--- config.mk ---
export PLATFORM = sky130hd
export DESIGN_NAME = tick_timer_sched
export DESIGN_NICKNAME = d
export VERILOG_FILES = /design/src/rtl/tick_timer_sched.sv
export SDC_FILE = /design/constraint.sdc
export NUM_CORES = 1
export LEC_CHECK = 0
export BUFFER_PORTS_ARGS = -buffer_cell sky130_fd_sc_hd__buf_4
export CELL_PAD_IN_SITES_DETAIL_PLACEMENT = 2
export CELL_PAD_IN_SITES_GLOBAL_PLACEMENT = 2
export CORE_AREA = 2 2 127 129
export CTS_BUF_LIST = sky130_fd_sc_hd__clkbuf_4 sky130_fd_sc_hd__clkbuf_8
export CTS_CLUSTER_DIAMETER = 80
export CTS_CLUSTER_SIZE = 24
export DETAILED_ROUTE_END_ITERATION = 16
export DIE_AREA = 0 0 129 131
export PLACE_DENSITY = 0.95
export SYNTH_ARGS = -nofsm -noshare
export SYNTH_HDL_FRONTEND = slang
export SYNTH_SLANG_ARGS = --single-unit
--- constraint.sdc ---
create_clock -name iClk -period 5.1 [get_ports iClk]
set_clock_uncertainty 0.15 [all_clocks]
set_input_delay 0.51 -clock iClk [delete_from_list [all_inputs] [get_ports iClk]]
set_output_delay 0.51 -clock iClk [all_outputs]
set_load 0.05 [all_outputs]
--- src/rtl/tick_timer_sched.sv ---
`default_nettype none
// ============================================================================
// Module   : tick_timer_sched
// Brief    : One shared prescaler tick drives NUM_CH one-shot down-counters;
//            expiries leave through a single round-robin valid/ready port.
//            Optional macro TICK_SYNC_START_EN holds the prescaler while idle.
// Revision : 1.0  initial release
// ============================================================================
module tick_timer_sched #(
    parameter int NUM_CH   = 4,
    parameter int PRESCALE = 1999,
    parameter int CNT_W    = 16
) (
    input  logic                        iClk,
    input  logic                        iRst_n,
    input  logic [NUM_CH-1:0]           iStart,
    input  logic [NUM_CH-1:0]           iStop,
    input  logic [NUM_CH*CNT_W-1:0]     iDelay,
    output logic [NUM_CH-1:0]           oBusy,
    output logic                        oTick,
    output logic                        oDoneVld,
    output logic [$clog2(NUM_CH)-1:0]   oDoneCh,
    input  logic                        iDoneRdy
);

    localparam int CH_W  = $clog2(NUM_CH);
    localparam int PRE_W = (PRESCALE > 0) ? $clog2(PRESCALE + 1) : 1;

    localparam logic [1:0] c_IDLE = 2'd0;
    localparam logic [1:0] c_RUN  = 2'd1;
    localparam logic [1:0] c_PEND = 2'd2;

    logic [PRE_W-1:0]  pre_q, pre_d;
    logic              tick_q, tick_d;
    logic              w_tick;

    logic              done_vld_q, done_vld_d;
    logic [CH_W-1:0]   done_ch_q, done_ch_d;
    logic [CH_W-1:0]   ptr_q, ptr_d;
    logic              w_hs;
    logic [NUM_CH-1:0] w_pend;
    logic [NUM_CH-1:0] w_ack;
    logic [NUM_CH-1:0] w_cand;
    logic              w_found;
    logic [CH_W-1:0]   w_win;
    logic [CH_W-1:0]   w_idx;

    // ------------------------------------------------------------------------
    // Shared prescaler
    // ------------------------------------------------------------------------
    assign w_tick = (pre_q == PRE_W'(PRESCALE));

`ifdef TICK_SYNC_START_EN
    logic w_all_idle;
    assign w_all_idle = ~|oBusy;
`endif

    always_comb begin
        pre_d  = w_tick ? '0 : pre_q + PRE_W'(1);
`ifdef TICK_SYNC_START_EN
        // Phase-align the tick to the first start so the first expiry is exact
        if (w_all_idle) pre_d = '0;
`endif
        tick_d = w_tick;
    end

    always_ff @(posedge iClk) begin
        if (!iRst_n) begin
            pre_q  <= '0;
            tick_q <= 1'b0;
        end else begin
            pre_q  <= pre_d;
            tick_q <= tick_d;
        end
    end

    assign oTick = tick_q;

    // ------------------------------------------------------------------------
    // Per-channel one-shot timers
    // ------------------------------------------------------------------------
    assign w_hs = done_vld_q & iDoneRdy;

    for (genvar n = 0; n < NUM_CH; n++) begin : g_ch
        logic [1:0]       st_q, st_d;
        logic [CNT_W-1:0] cnt_q, cnt_d;
        logic [CNT_W-1:0] w_dly;

        assign w_dly    = iDelay[n*CNT_W +: CNT_W];
        assign w_ack[n] = w_hs && (done_ch_q == CH_W'(n));

        always_comb begin
            st_d  = st_q;
            cnt_d = cnt_q;
            case (st_q)
                c_IDLE: begin
                    if (iStart[n] && !iStop[n]) begin
                        if (w_dly != '0) begin
                            st_d  = c_RUN;
                            cnt_d = w_dly;
                        end else begin
                            st_d  = c_PEND;
                        end
                    end
                end
                c_RUN: begin
                    // Stop beats retrigger, retrigger beats the tick
                    if (iStop[n]) begin
                        st_d = c_IDLE;
                    end else if (iStart[n]) begin
                        if (w_dly != '0) begin
                            cnt_d = w_dly;
                        end else begin
                            st_d  = c_PEND;
                        end
                    end else if (w_tick) begin
                        if (cnt_q <= CNT_W'(1)) begin
                            st_d  = c_PEND;
                        end else begin
                            cnt_d = cnt_q - CNT_W'(1);
                        end
                    end
                end
                c_PEND: begin
                    if (w_ack[n]) st_d = c_IDLE;
                end
                default: st_d = c_IDLE;
            endcase
        end

        always_ff @(posedge iClk) begin
            if (!iRst_n) begin
                st_q  <= c_IDLE;
                cnt_q <= '0;
            end else begin
                st_q  <= st_d;
                cnt_q <= cnt_d;
            end
        end

        assign w_pend[n] = (st_q == c_PEND);
        assign oBusy[n]  = (st_q != c_IDLE);
    end

    // ------------------------------------------------------------------------
    // Round-robin expiry arbiter
    // ------------------------------------------------------------------------
    always_comb begin
        // The channel acknowledged this cycle is leaving PEND; skip it
        w_cand  = w_pend & ~w_ack;
        w_found = 1'b0;
        w_win   = ptr_q;
        w_idx   = '0;
        for (int i = 1; i <= NUM_CH; i++) begin
            w_idx = CH_W'((int'(ptr_q) + i) % NUM_CH);
            if (!w_found && w_cand[w_idx]) begin
                w_found = 1'b1;
                w_win   = w_idx;
            end
        end
    end

    always_comb begin
        done_vld_d = done_vld_q;
        done_ch_d  = done_ch_q;
        ptr_d      = ptr_q;
        if (!done_vld_q || w_hs) begin
            done_vld_d = w_found;
            if (w_found) begin
                done_ch_d = w_win;
                ptr_d     = w_win;
            end
        end
    end

    always_ff @(posedge iClk) begin
        if (!iRst_n) begin
            done_vld_q <= 1'b0;
            done_ch_q  <= '0;
            ptr_q      <= CH_W'(NUM_CH - 1);
        end else begin
            done_vld_q <= done_vld_d;
            done_ch_q  <= done_ch_d;
            ptr_q      <= ptr_d;
        end
    end

    assign oDoneVld = done_vld_q;
    assign oDoneCh  = done_ch_q;

endmodule
`default_nettype wire
==> impl_metrics.py <==
metrics = {
    "layout": {
        "fin_util": 0.426,
        "drive_gt1_frac": 0.166,
        "multiInputGateArea_um2": 3650,
        "fin_area_um2": 6650,
        "antennaDiodeCount": 0,
        "final_common_cell": "dfxtp_1",
        "area_growth_pct": 17.3,
        "nets": 897,
        "fillers": 1792,
        "seq_area_um2": 1780,
        "final_cell_mix": "dfxtp_1 (89), buf_4 (86), nand2_1 (85)",
    },
    "synth": {
        "ys_warn_count": 0,
        "async_flop_share": 0,
        "yosysUniqueCellTypes": 83,
        "ys_top_cells_by_area": "dfxtp_1 (31%), a21oi_1 (5.8%), nand2_1 (5.6%)",
        "ys_seq_area_frac": 0.315,
        "synthesis.nets": 837,
        "yosys_register_bits": 89,
        "synth_area_leader_cell": "dfxtp_1",
        "syn_area_per_cell_um2": 7.52,
        "netlist.area_leader.share": 0.315,
        "synth_area_um2": 5660,
        "netlist_instances": 753,
        "synth-edff-count": 0,
        "synth_ff_type": "dfxtp_1",
    },
    "grt": {
        "grt_use_met3": 0.0293,
        "use_met2": 0.521,
        "grt_util_all_layers": 0.285,
        "use_met1": 0.339,
        "grt_pass1_vias": 7039,
        "grt_start_max_net_pins": 54,
        "grt_overflow": 0,
        "grt_first_pass_wirelength_um": 37900,
        "top_usage_layer": "met2",
        "antenna_found_initial": 0,
    },
    "clock_network": {
        "hold_buffers": 0,
        "cts_buffer_depth": 2,
        "ctsResizeCount": 0,
        "cts-root-buf": "clkbuf_8",
        "cts_sinks": 89,
        "htree_num_levels": 3,
        "cts_inserted_buffers": 9,
        "path_clk_slew_ps": 100,
        "postCtsSetupBuffers": 0,
        "cts_tree": "yes",
        "clk_latency_ps": 400,
    },
    "setup_path": {
        "timing.rr.start": "pre_q[0]",
        "cp.required_ps": 5200,
        "critical-path-max-stage-delay_ps": 1060,
        "cp_max_fo": 18,
        "r2r_cells": 7,
        "end_kind": "flop",
        "crit_type": "reg2reg",
        "reg2reg_setup_slack_ps": 1890,
        "cp_data_arrival_time_ps": 3310,
        "reg2reg_to": "g_ch[3].cnt_q[4]",
        "cp_cell_sequence": "ha_1, and3_1, a41oi_1, a211oi_2, o21ai_0, a22oi_1, nor2_1",
        "worstSetupStartpointType": "flop",
        "slowest_stage": "a211oi_2",
    },
    "drt": {
        "firstDrtPassIters": 4,
        "drtIter0Drc": 493,
        "ant_nets": 0,
        "num_vias": 6504,
        "routed_wirelength_um": 24100,
        "avgRoutedWirePerCell_um": 23.3,
        "viasPerCell": 6.29,
        "drc": 0,
    },
    "timing": {
        "maxSlewViolCount": 0,
        "tns_ps": 0,
        "period_share": 0.630,
        "fin_crit_ps": 3210,
        "maxSlewHeadroom": 0.165,
        "worst_pin_slew_ps": 1250,
        "setup_viol": 0,
        "fmax_mhz": 311,
        "finalHoldViolCount": 0,
        "rsz0062_at_grt": "no",
    },
    "min_path": {
        "whs_endpoint": "g_ch[3].st_q[0]",
        "hp-start": "iStart[3]",
        "hold_class": "in2reg",
        "min_path_cells": 2,
    },
    "pwr": {
        "power.leakage_nw": 2.53,
        "total_power_mw": 1.79,
        "ir_worst_vdd_mv": 0.110,
        "power.density_nw_per_um2": 269,
    },
    "status": {
        "outcome": "completed",
    },
    "place": {
        "port_buffers": 82,
        "gp_congestion": 0.841,
        "place_area_um2": 6430,
        "hpwlAfterDp_um": 16700,
    },
    "die": {
        "core_um2": 15600,
        "die_h_um": 131,
        "row_count": 46,
        "io_pins": 83,
        "initial_core_util": 0.363,
        "die_area_um2": 16900,
        "die_w_um": 129,
    },
    "flow_run": {
        "maxCapViolations": 0,
    },
}
## state kept, by name, indices dropped and copies added, names as in the netlist
name and count:
g_ch.cnt_q 64, pre_q 11, g_ch.st_q 8, oDoneCh 2
ptr_q 2, oDoneVld 1, oTick 1
## Yosys cell counts, types with 3 or more instances
master and count:
nor2_1 72, or2_2 6, xnor2_1 6, nor4_2 3, and4_1 4, o21ai_1 25, a32oi_1 4, a21o_1 4
and2_1 6, a21oi_1 66, o221a_1 4, or3_1 9, o21a_1 4, o41ai_1 3, nand2b_1 6, inv_1 18
nor4_1 29, nor3b_1 6, nor3_1 24, o31ai_1 12, buf_2 5, nand3_1 28, o21ai_0 32, nand3b_1 5
clkbuf_1 28, nand4_1 13, xor2_1 8, ha_1 9, o211ai_1 8, a21oi_2 4, nand2_1 85, o22ai_1 8
and3_1 11, o32ai_1 6, nor2b_1 3, a31oi_1 17, a22oi_1 9, a211oi_1 6, o31a_1 4, o22a_1 3
dfxtp_1 89, o311ai_0 4
## worst max-delay path: cells and delay by family, from the launching register on
kind	cells	cell delay, ps
AOI/OAI and AO/OA	4	1860
and+or+nand+nor	2	440
DFF	1	410
adders and majority gates	1	220
## worst max path at each step
stage                          start                end  slack, ps  cells after the start
floorplan                   oDoneVld           ptr_q[1]       2890                      6
global placement            pre_q[0]   g_ch[1].cnt_q[7]       2220                      7
detailed placement          pre_q[0]  g_ch[1].cnt_q[13]       1950                      7
CTS                 g_ch[1].cnt_q[0]  g_ch[1].cnt_q[10]       1880                      8
global route                pre_q[0]   g_ch[3].cnt_q[4]       1670                      7
finish                      pre_q[0]   g_ch[3].cnt_q[4]       1890                      7
## final cells by class
type                            instances  area share
Multi-Input combinational cell        606       0.550
Sequential cell                        89       0.268
Timing Repair Buffer                   87      0.0994
Tap cell                              216      0.0407
Clock buffer                            9      0.0186
Clock inverter                          7      0.0120
Inverter                               20      0.0113
## routing by layer
metal / vias up / routed length [um]
li1: 2978 / -
met1: 3293 / 10500
met2: 185 / 12200
met3: 48 / 763
met4: 0 / 607
met5: - / 0
## metrics by stage
step	worst slack (ps)	cells	hold slack, ps
final	1890	1034	210
after global routing	1670	1034	228
after CTS	1880	1033	197
after detailed placement	1950	1017	336
after global placement	2220	1017	288
after floorplan	2890	753	276
## power breakdown
part | internal [mW] | switching (mW) | total, mW
clock network | 0.231 | 0.318 | 0.549
registers | 0.733 | 0.0506 | 0.784
logic | 0.168 | 0.288 | 0.457
total | 1.13 | 0.657 | 1.79
## cell families (layout without fill, tap and decap cells)
group	Yosys count	in the layout	synth area share
xor+xnor	14	14	0.0216
compound gates	256	256	0.300
mux	3	3	0.00574
fa+ha+maj	9	9	0.0199
flops	89	89	0.315
simple gates	324	324	0.296
buf+inv	58	123	0.0422
No activity file was read; power rests on OpenSTA's default activity.
